[config.mk]
export PLATFORM = sky130hd
export DESIGN_NAME = fetch_queue_flat
export DESIGN_NICKNAME = d
export VERILOG_FILES = /design/src/rtl/fetch_queue_pkg.sv /design/src/rtl/fetch_queue_if.sv /design/src/rtl/fetch_queue_sync_fifo.sv /design/src/rtl/fetch_queue.sv /design/src/flat_wrapper.sv
export SDC_FILE = /design/constraint.sdc
export NUM_CORES = 1
export LEC_CHECK = 0
export BUFFER_PORTS_ARGS = -buffer_cell sky130_fd_sc_hd__buf_4
export CORE_UTILIZATION = 53
export DETAILED_ROUTE_END_ITERATION = 16
export PLACE_DENSITY = 0.75
export RECOVER_POWER = 25
export REMOVE_ABC_BUFFERS = 1
export SLEW_MARGIN = 10
export SYNTH_ARGS = -nofsm -noshare
export SYNTH_HDL_FRONTEND = slang
export SYNTH_HIERARCHICAL = 1
export SYNTH_SLANG_ARGS = --single-unit
[constraint.sdc]
create_clock -name clk -period 3.99 [get_ports clk]
set_input_delay 0.798 -clock clk [delete_from_list [all_inputs] [get_ports clk]]
set_output_delay 0.798 -clock clk [all_outputs]
set_load 0.01 [all_outputs]
[src/rtl/fetch_queue_pkg.sv]
// Shared types and FSM encodings for the instruction prefetch queue.
// FetchEntry_t is the default 32-bit {pc, inst} pair that travels to decode.
package fetch_queue_pkg;

  localparam int unsigned XLEN = 32;

  typedef logic [XLEN-1:0] Inst_t;
  typedef logic [XLEN-1:0] Inst_addr_t;

  typedef struct packed {
    Inst_addr_t pc;
    Inst_t      inst;
  } FetchEntry_t;

  localparam logic [0:0] FETCH_RUN   = 1'b0;
  localparam logic [0:0] FETCH_DRAIN = 1'b1;

endpackage

[src/rtl/fetch_queue_if.sv]
// Instruction-memory request/response bus plus the decode-side valid/ready port.
// master is the prefetch unit; slave is whoever models memory and decode.
interface fetch_queue_if
  import fetch_queue_pkg::*;
#(
  parameter int unsigned ADDR_W = XLEN,
  parameter int unsigned DATA_W = XLEN
);

  logic              mem_req_o;
  logic [ADDR_W-1:0] mem_addr_o;
  logic              mem_gnt_i;
  logic              mem_rvalid_i;
  logic [DATA_W-1:0] mem_rdata_i;
  logic              out_valid_o;
  logic [ADDR_W-1:0] out_pc_o;
  logic [DATA_W-1:0] out_inst_o;
  logic              out_ready_i;

  modport master (
    output mem_req_o, mem_addr_o,
    input  mem_gnt_i, mem_rvalid_i, mem_rdata_i,
    output out_valid_o, out_pc_o, out_inst_o,
    input  out_ready_i
  );

  modport slave (
    input  mem_req_o, mem_addr_o,
    output mem_gnt_i, mem_rvalid_i, mem_rdata_i,
    input  out_valid_o, out_pc_o, out_inst_o,
    output out_ready_i
  );

endinterface

[src/rtl/fetch_queue_sync_fifo.sv]
// Plain synchronous FIFO with push/pop/clear; no handshake logic of its own.
// The head reads as zero while empty so downstream never sees stale entries.
module fetch_queue_sync_fifo
  import fetch_queue_pkg::*;
#(
  parameter int unsigned DEPTH   = 4,
  parameter type         entry_t = FetchEntry_t
) (
  input  logic                       clk,
  input  logic                       rst,
  input  logic                       push_i,
  input  entry_t                     push_data_i,
  input  logic                       pop_i,
  input  logic                       clear_i,
  output logic [$clog2(DEPTH+1)-1:0] count_o,
  output entry_t                     head_o
);

  localparam int unsigned PW = $clog2(DEPTH);
  localparam int unsigned CW = $clog2(DEPTH+1);

  entry_t          mem_q [DEPTH];
  logic [PW-1:0]   rdPtr_q, rdPtr_d, wrPtr_q, wrPtr_d;
  logic [CW-1:0]   count_q, count_d;
  logic            popEn, pushEn;

  assign popEn  = pop_i && (count_q != '0);
  assign pushEn = push_i && ((count_q != CW'(DEPTH)) || popEn);

  // Clear snaps the read pointer onto the write pointer rather than zeroing both.
  always_comb begin
    rdPtr_d = rdPtr_q;
    wrPtr_d = wrPtr_q;
    count_d = count_q;
    if (clear_i) begin
      rdPtr_d = wrPtr_q;
      count_d = '0;
    end else begin
      if (pushEn) wrPtr_d = wrPtr_q + PW'(1);
      if (popEn)  rdPtr_d = rdPtr_q + PW'(1);
      if (pushEn && !popEn) count_d = count_q + CW'(1);
      if (popEn && !pushEn) count_d = count_q - CW'(1);
    end
  end

  always_ff @(posedge clk) begin
    if (rst) begin
      rdPtr_q <= '0;
      wrPtr_q <= '0;
      count_q <= '0;
    end else begin
      rdPtr_q <= rdPtr_d;
      wrPtr_q <= wrPtr_d;
      count_q <= count_d;
    end
  end

  always_ff @(posedge clk) begin
    if (!rst && !clear_i && pushEn) mem_q[wrPtr_q] <= push_data_i;
  end

  assign count_o = count_q;
  assign head_o  = (count_q != '0) ? mem_q[rdPtr_q] : '0;

endmodule

[src/rtl/fetch_queue.sv]
// Instruction prefetch unit: issues sequential fetches under a credit limit,
// buffers in-order responses and squashes in-flight ones after a redirect.
module fetch_queue
  import fetch_queue_pkg::*;
#(
  parameter int unsigned       DEPTH           = 4,
  parameter int unsigned       ADDR_W          = 32,
  parameter int unsigned       DATA_W          = 32,
  parameter int unsigned       MAX_OUTSTANDING = 2,
  parameter logic [ADDR_W-1:0] RESET_PC        = ADDR_W'(32'h8000_0000)
) (
  input  logic                       clk,
  input  logic                       rst,
  input  logic                       redirect_i,
  input  logic [ADDR_W-1:0]          redirect_pc_i,
  fetch_queue_if.master              bus,
  output logic [$clog2(DEPTH+1)-1:0] count_o
);

  localparam int unsigned CW = $clog2(DEPTH+1);
  localparam int unsigned OW = $clog2(MAX_OUTSTANDING+1);

  typedef struct packed {
    logic [ADDR_W-1:0] pc;
    logic [DATA_W-1:0] inst;
  } entry_t;

  logic [ADDR_W-1:0] fetchPc_q, fetchPc_d, respPc_q, respPc_d;
  logic [OW-1:0]     outstanding_q, outstanding_d, killCnt_q, killCnt_d;
  logic [0:0]        state_q, state_d;
  logic [CW-1:0]     fifoCount;
  logic              haveCredit, grant, pushEn, popEn;
  entry_t            pushData, headEntry;

  // Credit uses only registered terms, so a pop frees space one cycle later.
  assign haveCredit = ((32'(outstanding_q) - 32'(killCnt_q) + 32'(fifoCount)) < 32'(DEPTH))
                      && (32'(outstanding_q) < 32'(MAX_OUTSTANDING));

  assign bus.mem_req_o  = !rst && !redirect_i && haveCredit;
  assign bus.mem_addr_o = fetchPc_q;
  assign grant          = bus.mem_req_o && bus.mem_gnt_i;

  assign pushEn   = bus.mem_rvalid_i && (state_q == FETCH_RUN) && !redirect_i;
  assign popEn    = bus.out_valid_o && bus.out_ready_i && !redirect_i;
  assign pushData = {respPc_q, bus.mem_rdata_i};

  // On redirect every response still owed, except one landing now, must be dropped.
  always_comb begin
    fetchPc_d     = fetchPc_q;
    respPc_d      = respPc_q;
    killCnt_d     = killCnt_q;
    outstanding_d = outstanding_q + OW'(grant) - OW'(bus.mem_rvalid_i);
    if (grant)  fetchPc_d = fetchPc_q + ADDR_W'(4);
    if (pushEn) respPc_d  = respPc_q + ADDR_W'(4);
    if (bus.mem_rvalid_i && (state_q == FETCH_DRAIN)) killCnt_d = killCnt_q - OW'(1);
    if (redirect_i) begin
      fetchPc_d = redirect_pc_i;
      respPc_d  = redirect_pc_i;
      killCnt_d = outstanding_q - OW'(bus.mem_rvalid_i);
    end
    state_d = (killCnt_d != '0) ? FETCH_DRAIN : FETCH_RUN;
  end

  always_ff @(posedge clk) begin
    if (rst) begin
      fetchPc_q     <= RESET_PC;
      respPc_q      <= RESET_PC;
      outstanding_q <= '0;
      killCnt_q     <= '0;
      state_q       <= FETCH_RUN;
    end else begin
      fetchPc_q     <= fetchPc_d;
      respPc_q      <= respPc_d;
      outstanding_q <= outstanding_d;
      killCnt_q     <= killCnt_d;
      state_q       <= state_d;
    end
  end

  fetch_queue_sync_fifo #(
    .DEPTH   (DEPTH),
    .entry_t (entry_t)
  ) u_fifo (
    .clk         (clk),
    .rst         (rst),
    .push_i      (pushEn),
    .push_data_i (pushData),
    .pop_i       (popEn),
    .clear_i     (redirect_i),
    .count_o     (fifoCount),
    .head_o      (headEntry)
  );

  assign bus.out_valid_o = (fifoCount != '0);
  assign bus.out_pc_o    = headEntry.pc;
  assign bus.out_inst_o  = headEntry.inst;
  assign count_o         = fifoCount;

endmodule

[src/flat_wrapper.sv]
// flat-port wrapper written by rule: the top's interface ports become plain ports
module fetch_queue_flat import fetch_queue_pkg::*;
#(
  parameter int unsigned       DEPTH           = 4,
  parameter int unsigned       ADDR_W          = 32,
  parameter int unsigned       DATA_W          = 32,
  parameter int unsigned       MAX_OUTSTANDING = 2,
  parameter logic [ADDR_W-1:0] RESET_PC        = ADDR_W'(32'h8000_0000)
)
  (clk, rst, redirect_i, redirect_pc_i, count_o, bus_mem_req_o, bus_mem_addr_o, bus_mem_gnt_i, bus_mem_rvalid_i, bus_mem_rdata_i, bus_out_valid_o, bus_out_pc_o, bus_out_inst_o, bus_out_ready_i);
  fetch_queue_if #(.ADDR_W(ADDR_W), .DATA_W(DATA_W)) bus_i ();
  input  logic clk;
  input  logic rst;
  input  logic redirect_i;
  input  logic [ADDR_W-1:0] redirect_pc_i;
  output logic [$clog2(DEPTH+1)-1:0] count_o;
  output wire logic [$bits(bus_i.mem_req_o)-1:0] bus_mem_req_o;
  output wire logic [$bits(bus_i.mem_addr_o)-1:0] bus_mem_addr_o;
  input wire logic [$bits(bus_i.mem_gnt_i)-1:0] bus_mem_gnt_i;
  input wire logic [$bits(bus_i.mem_rvalid_i)-1:0] bus_mem_rvalid_i;
  input wire logic [$bits(bus_i.mem_rdata_i)-1:0] bus_mem_rdata_i;
  output wire logic [$bits(bus_i.out_valid_o)-1:0] bus_out_valid_o;
  output wire logic [$bits(bus_i.out_pc_o)-1:0] bus_out_pc_o;
  output wire logic [$bits(bus_i.out_inst_o)-1:0] bus_out_inst_o;
  input wire logic [$bits(bus_i.out_ready_i)-1:0] bus_out_ready_i;
  assign bus_mem_req_o = bus_i.mem_req_o;
  assign bus_mem_addr_o = bus_i.mem_addr_o;
  assign bus_i.mem_gnt_i = bus_mem_gnt_i;
  assign bus_i.mem_rvalid_i = bus_mem_rvalid_i;
  assign bus_i.mem_rdata_i = bus_mem_rdata_i;
  assign bus_out_valid_o = bus_i.out_valid_o;
  assign bus_out_pc_o = bus_i.out_pc_o;
  assign bus_out_inst_o = bus_i.out_inst_o;
  assign bus_i.out_ready_i = bus_out_ready_i;
  fetch_queue #(.DEPTH(DEPTH), .ADDR_W(ADDR_W), .DATA_W(DATA_W), .MAX_OUTSTANDING(MAX_OUTSTANDING), .RESET_PC(RESET_PC)) u_core (.clk(clk), .rst(rst), .redirect_i(redirect_i), .redirect_pc_i(redirect_pc_i), .bus(bus_i), .count_o(count_o));
endmodule
# Word level (Yosys, flattened, before mapping)
# Memory sizes are Yosys's and may differ from the RTL's. A register that Yosys moved wholly into a read port is not among the register bits.
# Cells that the tools add are included.
[op_classes]
addsub = 12
reduce_logical = 27
bitwise_logic = 2
n_eq_ne = 1
magnitude_cmp = 2
muxes = 16
[op_table]
columns = ["op", "n"]
rows = [
  ["$mux W32", 4],
  ["$add A32 B3 Y32 const B", 2],
  ["$mux W64", 1],
  ["$add A32 B3 Y32", 1],
  ["$lt A32 B3 Y1 const B", 1],
  ["$logic_and A1 B1 Y1", 14],
  ["$mux W2", 6],
  ["$reduce_bool A2 Y1", 5],
  ["$mux W3", 2],
  ["$add A2 B1 Y2 const B", 2],
  ["$logic_not A1 Y1", 4],
  ["$sub A2 B1 Y2", 2],
  ["$add A3 B1 Y3 const B", 1],
  ["$mux W1", 3],
  ["$ne A3 B3 Y1 const B", 1],
  ["$reduce_bool A3 Y1", 1],
  ["$sub A2 B2 Y3", 1],
  ["$sub A3 B1 Y3 const B", 1],
  ["$add A2 B1 Y2", 1],
  ["$lt A2 B2 Y1 const B", 1],
  ["$not A1 Y1", 2],
  ["$reduce_and A2 Y1", 1],
  ["$reduce_or A2 Y1", 1],
  ["$sub A2 B1 Y2 const B", 1],
  ["$logic_or A1 B1 Y1", 1],
]
[word_totals]
inputBits = 70
word_cells = 69
ff_bits = 76
mem_count = 1
ramBits = 256
out_inout_bits = 101
[mem_list]
columns = ["name", "depth", "word_bits", "read_ports", "rd_clocked_by_memory_dff", "wr", "line_no", "text"]
rows = [
  ["u_core.u_fifo.mem_q", 4, 64, 1, 1, 1, "fetch_queue_sync_fifo.sv:22", "entry_t mem_q [DEPTH];"],
]

# Longest topological paths before layout
# Gate-level depths: netlist of the first run.
[logic_depth]
ltp_word = 9
mapped_depth = 15
depth_no_buf = 14

# Modules after synthesis
# The synthesis of the first run kept the hierarchy.
[modules_own_cells]
columns = ["module", "area_each_um2", "cells_each", "seq_area_each_um2", "instances"]
rows = [
  ["fetch_queue_sync_fifo", 10319.9, 474, 7867.5, 1],
  ["fetch_queue", 4145.2, 510, 1381.3, 1],
]

# Least setup slack after synthesis of the first run
# No wires, ideal clock.
[synth_path]
path_kind = "input port to flip-flop"
start = "input redirect_i"
end = "memory u_core/u_fifo/mem_q[0][0] (netlist name), enable pin"
cell_stages = 9
t_arrival_ps = 3814
required_ps = 3561
path_buffers = 4
setup_slack_ps = -253
path_cell_list = "buf_2 > inv_1 > clkbuf_1 > buf_1 > and2_1 > buf_2 > nand2b_1 > nor3_1 > and2_1"
[synth_between]
word_cells_on_any_way = 10
cone_classes = "2 x mux; 8 x reduce/logical"
[synth_rtl]
columns = ["element", "line_no", "text"]
rows = [
  ["from (decl)", "flat_wrapper.sv:14", "input logic redirect_i;"],
  ["$logic_not A1 Y1", "fetch_queue.sv:43", "assign pushEn = bus.mem_rvalid_i && (state_q == FETCH_RUN) && !redirect_i;"],
  ["$logic_and A1 B1 Y1", "fetch_queue.sv:43", ""],
  ["via u_core.pushEn", "fetch_queue.sv:32", "logic haveCredit, grant, pushEn, popEn;"],
  ["$logic_and A1 B1 Y1", "fetch_queue_sync_fifo.sv:28", "assign pushEn = push_i && ((count_q != CW'(DEPTH)) || popEn);"],
  ["$logic_and A1 B1 Y1", "fetch_queue_sync_fifo.sv:59", "if (!rst && !clear_i && pushEn) mem_q[wrPtr_q] <= push_data_i;"],
  ["$mux W1", "fetch_queue_sync_fifo.sv:59", ""],
  ["$mux W1 (implied by the code)", "fetch_queue_sync_fifo.sv:59", ""],
  ["to (decl)", "fetch_queue_sync_fifo.sv:22", ""],
]
# The timed path passes the listed nets, and every way through them passes these cells.

# Worst setup path in the final report of the first run
[layout_path]
start = "register u_core.outstanding_q[1]"
end = "output bus_mem_req_o"
[layout_between]
elab_chain_cells = 5
word_cells_on_any_way = 6
cone_classes = "2 x add/sub; 2 x order compare; 2 x reduce/logical"
[layout_lines]
columns = ["element", "line_no", "text"]
rows = [
  ["from (decl)", "fetch_queue.sv:29", "logic [OW-1:0] outstanding_q, outstanding_d, killCnt_q, killCnt_d;"],
  ["from (signal assigned)", "fetch_queue.sv:74", "outstanding_q <= outstanding_d;"],
  ["$sub A2 B2 Y3", "fetch_queue.sv:36", "assign haveCredit = ((32'(outstanding_q) - 32'(killCnt_q) + 32'(fifoCount)) < 32'(DEPTH))"],
  ["$add A32 B3 Y32", "fetch_queue.sv:36", ""],
  ["$lt A32 B3 Y1", "fetch_queue.sv:36", ""],
  ["$logic_and A1 B1 Y1 *", "fetch_queue.sv:37", "&& (32'(outstanding_q) < 32'(MAX_OUTSTANDING));"],
  ["$logic_and A1 B1 Y1 *", "fetch_queue.sv:39", "assign bus.mem_req_o = !rst && !redirect_i && haveCredit;"],
  ["to (decl)", "flat_wrapper.sv:17", "output wire logic [$bits(bus_i.mem_req_o)-1:0] bus_mem_req_o;"],
]
# Mark *: on every way between the ends. The rest lies on a longest branch, timed or not.

==> run summary, run 1 <==
Worst-Margin Slew -> 1004 ps
CP max stage delay -> 560 ps
P per Cell Area -> 437.4 nW/um^2
Switching Share -> 21.59%
Initial DRT Pass Iterations -> 5
Max rail drop VDD -> 0.2251 mV
Initial DRC count -> 754
Worst Path Buf+Inv -> 2
R2R Setup Slk -> 650 ps
CTS root buf -> clkbuf_16
Antenna violations before repair -> 0
Final worst-path cycle share -> 95.12%
H-tree lvl count -> 2
Fin Hold WS -> 477.7 ps
Syn Inst Count -> 984
Setup crit start kind -> flip-flop
# Post-CTS Setup Buffers -> 0
Multi-input logic area -> 4778 sq um
Post-synth EDFFs -> 256
Clock network fraction of total power -> 40.5%
FF-to-FF End -> u_core/outstanding_q[0]
Crit-path max FO -> 7
Biggest area consumer among synthesized cells -> edfxtp_1
First-pass GRT wire length -> 50,240 um
CTS Buffer Depth -> 3
Post-CTS sizing -> 0
Peak Freq -> 263.5 MHz
Setup TNS -> 0 ps
Final setup fails -> 0
Starting Density -> 53.82%
Fin. max-slew vios -> 0
CP endpoint kind -> output port
Die width -> 167.2 um
Unique masters post-synth -> 78
Port Buffers -> 170
GRT Total Usage -> 23.33%
Placeable Area -> 26,880 sq um
Vias in the first global route -> 8,846
Grt ovf -> 0
Hold crit path type -> flip-flop to flip-flop
Crit-path slowest cell -> fa_1
Unrepaired setup endpoints after global routing -> no
Post-Syn Area per Cell -> 14.70 sq um
Cell Chain, Critical Path -> inv_1, fa_1, ha_1, nor3b_2, nand4_2, a21oi_1, buf_4
# rows -> 60
Die Span Y -> 167.2 um
Post-CTS Hold Buffers -> 0
Commonest non-fill, non-tap cell in the layout -> edfxtp_1
CTS tree -> yes
Most frequent cells in the layout -> edfxtp_1, buf_4, dfxtp_1
Via count -> 9,070
Hold Violations, Final -> 0
Ratio of cells with drive above 1 in the final layout -> 24.70%
ANT cells -> 0
Skew-Pair Late Insertion Delay -> 510 ps
Status -> completed
Residual DRC -> 0
Register area share after synthesis -> 63.94%
Critical path type -> flip-flop to output port
# clock sinks -> 334
Int Pwr -> 0.005836 W
Final min period -> 3795 ps
DP HPWL -> 21,200 um
Area contributors post-synth -> edfxtp_1, dfxtp_1, mux4_2
Filler Cell Count -> 1,947
Clock-pin slew on the worst setup and hold paths -> 60 ps
GP Congestion -> 0.8490
Skew final -> 12.53 ps
Synth warn -> 6
Post-DRT Antenna Nets -> 0
Die area -> 27,960 sq um
Final wirelength -> 32,430 um
Pin count of the biggest net entering global routing -> 65
Post-synth top area share -> 53.14%
Number of synthesized register bits -> 334
WP data required -> 3190 ps
Mapped cell area -> 14,470 sq um
Routed WL per cell -> 21.46 um
# nets final -> 1,232
Vias/cell -> 6.003
Area Overhead vs Synth -> 17.64%
CP Capture Point -> bus_mem_req_o
Register Area -> 9256 sq um
Setup crit start -> u_core/outstanding_q[1]
Sequential share of power -> 52.8%
MaxCap Viol Count -> 0
Post-synth top flop -> edfxtp_1
Synth async-reset ratio -> 0%
Ports -> 171
CTS Buf Count -> 34
Lkg Pwr -> 5.880 nW
Sw power -> 0.001607 W
Worst Path Arrival -> 3000 ps
Max transition margin -> 33.04%
Crit-path leading delay family -> adder cells
CP Depth -> 7
Logic pwr share -> 6.7%
Reg2reg path depth -> 11
Reg2reg start -> u_core/outstanding_q[1]
[state kept, by name, indices dropped and copies added (netlist names), named ones only]
register,flops
u_core/state_q,1
u_core/respPc_q,32
u_core/u_fifo/wrPtr_q,2
u_core/u_fifo/mem_q,256
u_core/outstanding_q,2
u_core/bus.mem_addr_o,32
u_core/u_fifo/count_o,3
u_core/killCnt_q,2
u_core/u_fifo/rdPtr_q,2
[through the flow]
stage               setup slack, ps  cells  instance area, sq um  utilization [%]  power, W
finish                        194.7   1511                 17020            63.31  0.007444
global route                  79.23   1511                 17020            63.31  0.007681
CTS                           234.5   1511                 17140            63.76  0.007513
detailed placement            684.2   1452                 16070            59.80  0.004515
global placement              781.5   1452                 16070            59.80  0.004502
floorplan                    -529.6    922                 14130                -  0.004272
[per-layer routing]
metal | track usage (%) | vias up | wire [um] | share of wire, %
met1 | 32.56 | 4514 | 13900 | 43
met2 | 37.97 | 380 | 15760 | 49
met4 | 7.020 | 0 | 717 | 2.2
met5 | 0 | - | 0 | 0
met3 | 3.734 | 41 | 2047 | 6.3
li1 | - | 4135 | - | -
[worst min path at each step]
stage | startpoint | end | slack [ps] | cells after the start
after detailed placement | u_core/bus.mem_addr_o[0] | u_core/bus.mem_addr_o[0] | 460 | 2
after global placement | u_core/bus.mem_addr_o[0] | u_core/bus.mem_addr_o[0] | 460 | 2
after CTS | bus_mem_rdata_i[4] | u_core/u_fifo/mem_q[1][4] | 460 | 1
after floorplan | u_core/respPc_q[0] | u_core/respPc_q[0] | 460 | 2
after global routing | u_core/bus.mem_addr_o[0] | u_core/bus.mem_addr_o[0] | 510 | 2
final | u_core/bus.mem_addr_o[1] | u_core/bus.mem_addr_o[1] | 480 | 2
[layout make-up]
class                           instances  share of cell area, %
Sequential cell                       334                  54.40
Clock inverter                         12                 0.7868
Tap cell                              341                  2.507
Multi-Input combinational cell        557                  28.08
Inverter                               31                 0.6838
Timing Repair Buffer                  189                  8.074
Clock buffer                           47                  5.471
[tightest hold or removal path, delay by kind of cell, from the launching register on]
kind               cells  cell delay (ps)
DFF                    1              320
and+or+nand+nor        1               50
AOI/OAI and AO/OA      1               60
[cell families (layout without fill, tap and decap cells)]
kind of cell / count (synthesis) / count (layout) / synth area share [%]
AOI/OAI and AO/OA: 141 / 141 / 7.015
xor gates and xnor gates: 34 / 34 / 2.059
adders and majority gates: 15 / 15 / 1.401
buffers and inverters: 93 / 279 / 3.097
DFF: 334 / 334 / 63.94
muxes: 75 / 75 / 10.76
and+or+nand+nor: 292 / 292 / 11.73
[synth_stat cells, types with 13 or more instances]
| cell | n |
|---|---|
| edfxtp_1 | 256 |
| dfxtp_1 | 78 |
| mux4_2 | 64 |
| nand2_1 | 53 |
| nor2b_1 | 41 |
| nor2_1 | 34 |
| a21oi_1 | 32 |
| inv_1 | 30 |
| nand3_1 | 30 |
| clkbuf_1 | 27 |
| xnor2_1 | 27 |
| and2b_1 | 26 |
| a211oi_1 | 19 |
| buf_2 | 15 |
| ha_1 | 13 |
| nor3_1 | 13 |
| nor4_1 | 13 |
[power by group through the flow]
stage | Sequential [W] | Clock, W | Combinational [W]
2_1_floorplan | 0.00398 | 0 | 0.000290
3_3_place_gp | 0.00400 | 0 | 0.000505
3_5_place_dp | 0.00400 | 0 | 0.000513
4_1_cts | 0.00393 | 0.00307 | 0.000517
5_1_grt | 0.00394 | 0.00320 | 0.000544
6_report | 0.00393 | 0.00301 | 0.000502
Note: power is estimated with default switching activity, not from simulation.
==> run 2: changes to the inputs <==
==> constraint.sdc (replaced) <==
create_clock -name clk -period 3.99 [get_ports clk]
set_input_delay 0.399 -clock clk [delete_from_list [all_inputs] [get_ports clk]]
set_output_delay 0.399 -clock clk [all_outputs]
set_load 0.01 [all_outputs]
==> run 2 against run 1 <==
  * Worst setup slack improved by 430 ps
  * Sequential power barely moved
  * First-iteration DRC count increased by 6.1%
  * Combinational power shrank 0.8%
  * Routed wire length fell by 1.6%
  * Critical endpoint unchanged
  * Cell count rose by 0.33%
  * Clock skew rose by 3.6 ps
  * Sequential share of layout area is 0.15 points lower
  * Highest routed layer unchanged
  * Register-to-register slack about the same
  * Maximum frequency increased by 13%
==> run summary, run 2 (synthesis results as in run 1) <==
Commonest non-fill, non-tap cell in the layout -> edfxtp_1
ANT cells -> 0
Crit-path max FO -> 7
Reg2reg path depth -> 11
Post-route core utilization -> 63.49%
Final setup fails -> 0
Placeable Area -> 26,880 sq um
Lkg Pwr -> 5.914 nW
Placed Area -> 16,050 sq um
Die Span Y -> 167.2 um
Worst Path Arrival -> 2970 ps
# Post-CTS Setup Buffers -> 0
Crit-path slowest cell -> fa_1
Clock-pin slew on the worst setup and hold paths -> 60 ps
CP max stage delay -> 560 ps
Final worst-path cycle share -> 84.44%
Starting Density -> 53.82%
Register Area -> 9256 sq um
P per Cell Area -> 445.2 nW/um^2
R2R Setup Slk -> 650 ps
Worst-Margin Slew -> 969.2 ps
CTS Buf Count -> 36
Residual DRC -> 0
GP Congestion -> 0.8734
# clock sinks -> 334
Post-DRT Antenna Nets -> 0
CP endpoint kind -> output port
PnR Total Power -> 0.007596 W
Routed WL per cell -> 21.04 um
Ports -> 171
Post-place setup slack -> 695.4 ps
Initial DRC count -> 800
CTS Buffer Depth -> 3
Post-CTS sizing -> 0
Final min period -> 3369 ps
Max FFs per register -> 256
MaxCap Viol Count -> 0
# nets final -> 1,233
Largest register by flop count -> u_core/u_fifo/mem_q
Max transition margin -> 35.39%
WP data required -> 3590 ps
Placed Cells incl. Taps -> 1,451
Status -> completed
Hold Crit Start -> bus_mem_rdata_i[8]
Vias in the first global route -> 8,716
Hold Path Depth -> 1
DP HPWL -> 20,740 um
Most frequent cells in the layout -> edfxtp_1, buf_4, dfxtp_1
Peak Freq -> 296.8 MHz
Initial DRT Pass Iterations -> 5
Worst setup margin -> 621.0 ps
Die width -> 167.2 um
CTS tree -> yes
CTS root buf -> clkbuf_16
Skew final -> 16.09 ps
Hold EP -> u_core/u_fifo/mem_q[0][8]
H-tree lvl count -> 2
Vias/cell -> 5.942
Area Overhead vs Synth -> 17.97%
Setup crit start kind -> flip-flop
First-pass GRT wire length -> 49,570 um
Post-Layout Cell Count -> 1,516
Pin count of the biggest net entering global routing -> 67
Unrepaired setup endpoints after global routing -> no
GRT Total Usage -> 23.04%
Reg2reg start -> u_core/outstanding_q[1]
Critical path type -> flip-flop to output port
Via count -> 9,008
Max rail drop VDD -> 0.2318 mV
# rows -> 60
Hold crit path type -> input pin to flip-flop
Filler Cell Count -> 2,005
Fin. max-slew vios -> 0
Port Buffers -> 170
Hold Violations, Final -> 0
Grt ovf -> 0
Cell Chain, Critical Path -> inv_1, fa_1, ha_1, nor3b_2, nand4_2, a21oi_1, buf_4
Ratio of cells with drive above 1 in the final layout -> 25.28%
Final wirelength -> 31,900 um
Post-CTS Hold Buffers -> 0
FF-to-FF End -> u_core/outstanding_q[0]
Antenna violations before repair -> 0
Die area -> 27,960 sq um
Skew-Pair Late Insertion Delay -> 520 ps
Cell area after layout -> 17,060 sq um
Multi-input logic area -> 4778 sq um
run 2: cell types whose count changed in the layout (fill, tap and decap cells not counted), sizes merged:
cell	previous run	this run
bufinv	2	3
clkinv	10	17
clkbuf	79	73
inv	31	33
buf	157	156
clkinvlp	0	2
run 2: how the worst max path moves through the flow:
stage                                       start                         to  cells after the start
after floorplan                        redirect_i  u_core/u_fifo/mem_q[1][0]                      5
after global placement    u_core/outstanding_q[1]    u_core/outstanding_q[0]                     12
after detailed placement  u_core/outstanding_q[1]    u_core/outstanding_q[0]                     11
after CTS                 u_core/outstanding_q[1]              bus_mem_req_o                      7
after global routing      u_core/outstanding_q[1]    u_core/outstanding_q[1]                     12
final                     u_core/outstanding_q[1]              bus_mem_req_o                      7
run 2: power by group:
part	switching, W	total [W]	internal, W
sequential	0.000117	0.00393	0.00381
combinational	0.000248	0.000498	0.000250
clock	0.00130	0.00317	0.00186
total	0.00167	0.00760	0.00593
run 2: final cells by class:
type                       count  share of cell area (%)
tap                          341                   2.500
inverter                      31                  0.6819
clock inverter                24                   1.247
clock buffer                  41                   5.389
timing repair buffer         188                   7.934
sequential                   334                   54.25
multi-input combinational    557                   28.00
run 2: metal layers:
metal / up-vias / GRT usage [%] / share of wire, %
met5: - / 0 / 0
met4: 0 / 5.265 / 1.6
met3: 36 / 4.443 / 6.7
met2: 342 / 38.18 / 49
met1: 4491 / 31.78 / 42
li1: 4139 / - / -
run 2: per-stage QoR:
step                hold WS, ps  TNS [ps]
finish                    141.4         0
global route              148.9         0
CTS                       65.90         0
detailed placement        457.3         0
global placement          443.9         0
floorplan                 457.6    -33430
run 2: critical path: cells and delay by family (launching register included):
family	cells	cell delay, ps
AO/OA/AOI/OAI	1	280
adder cells (fa/ha/maj)	2	980
buffers and inverters	2	290
flip-flops	1	470
AND/OR/NAND/NOR	2	440
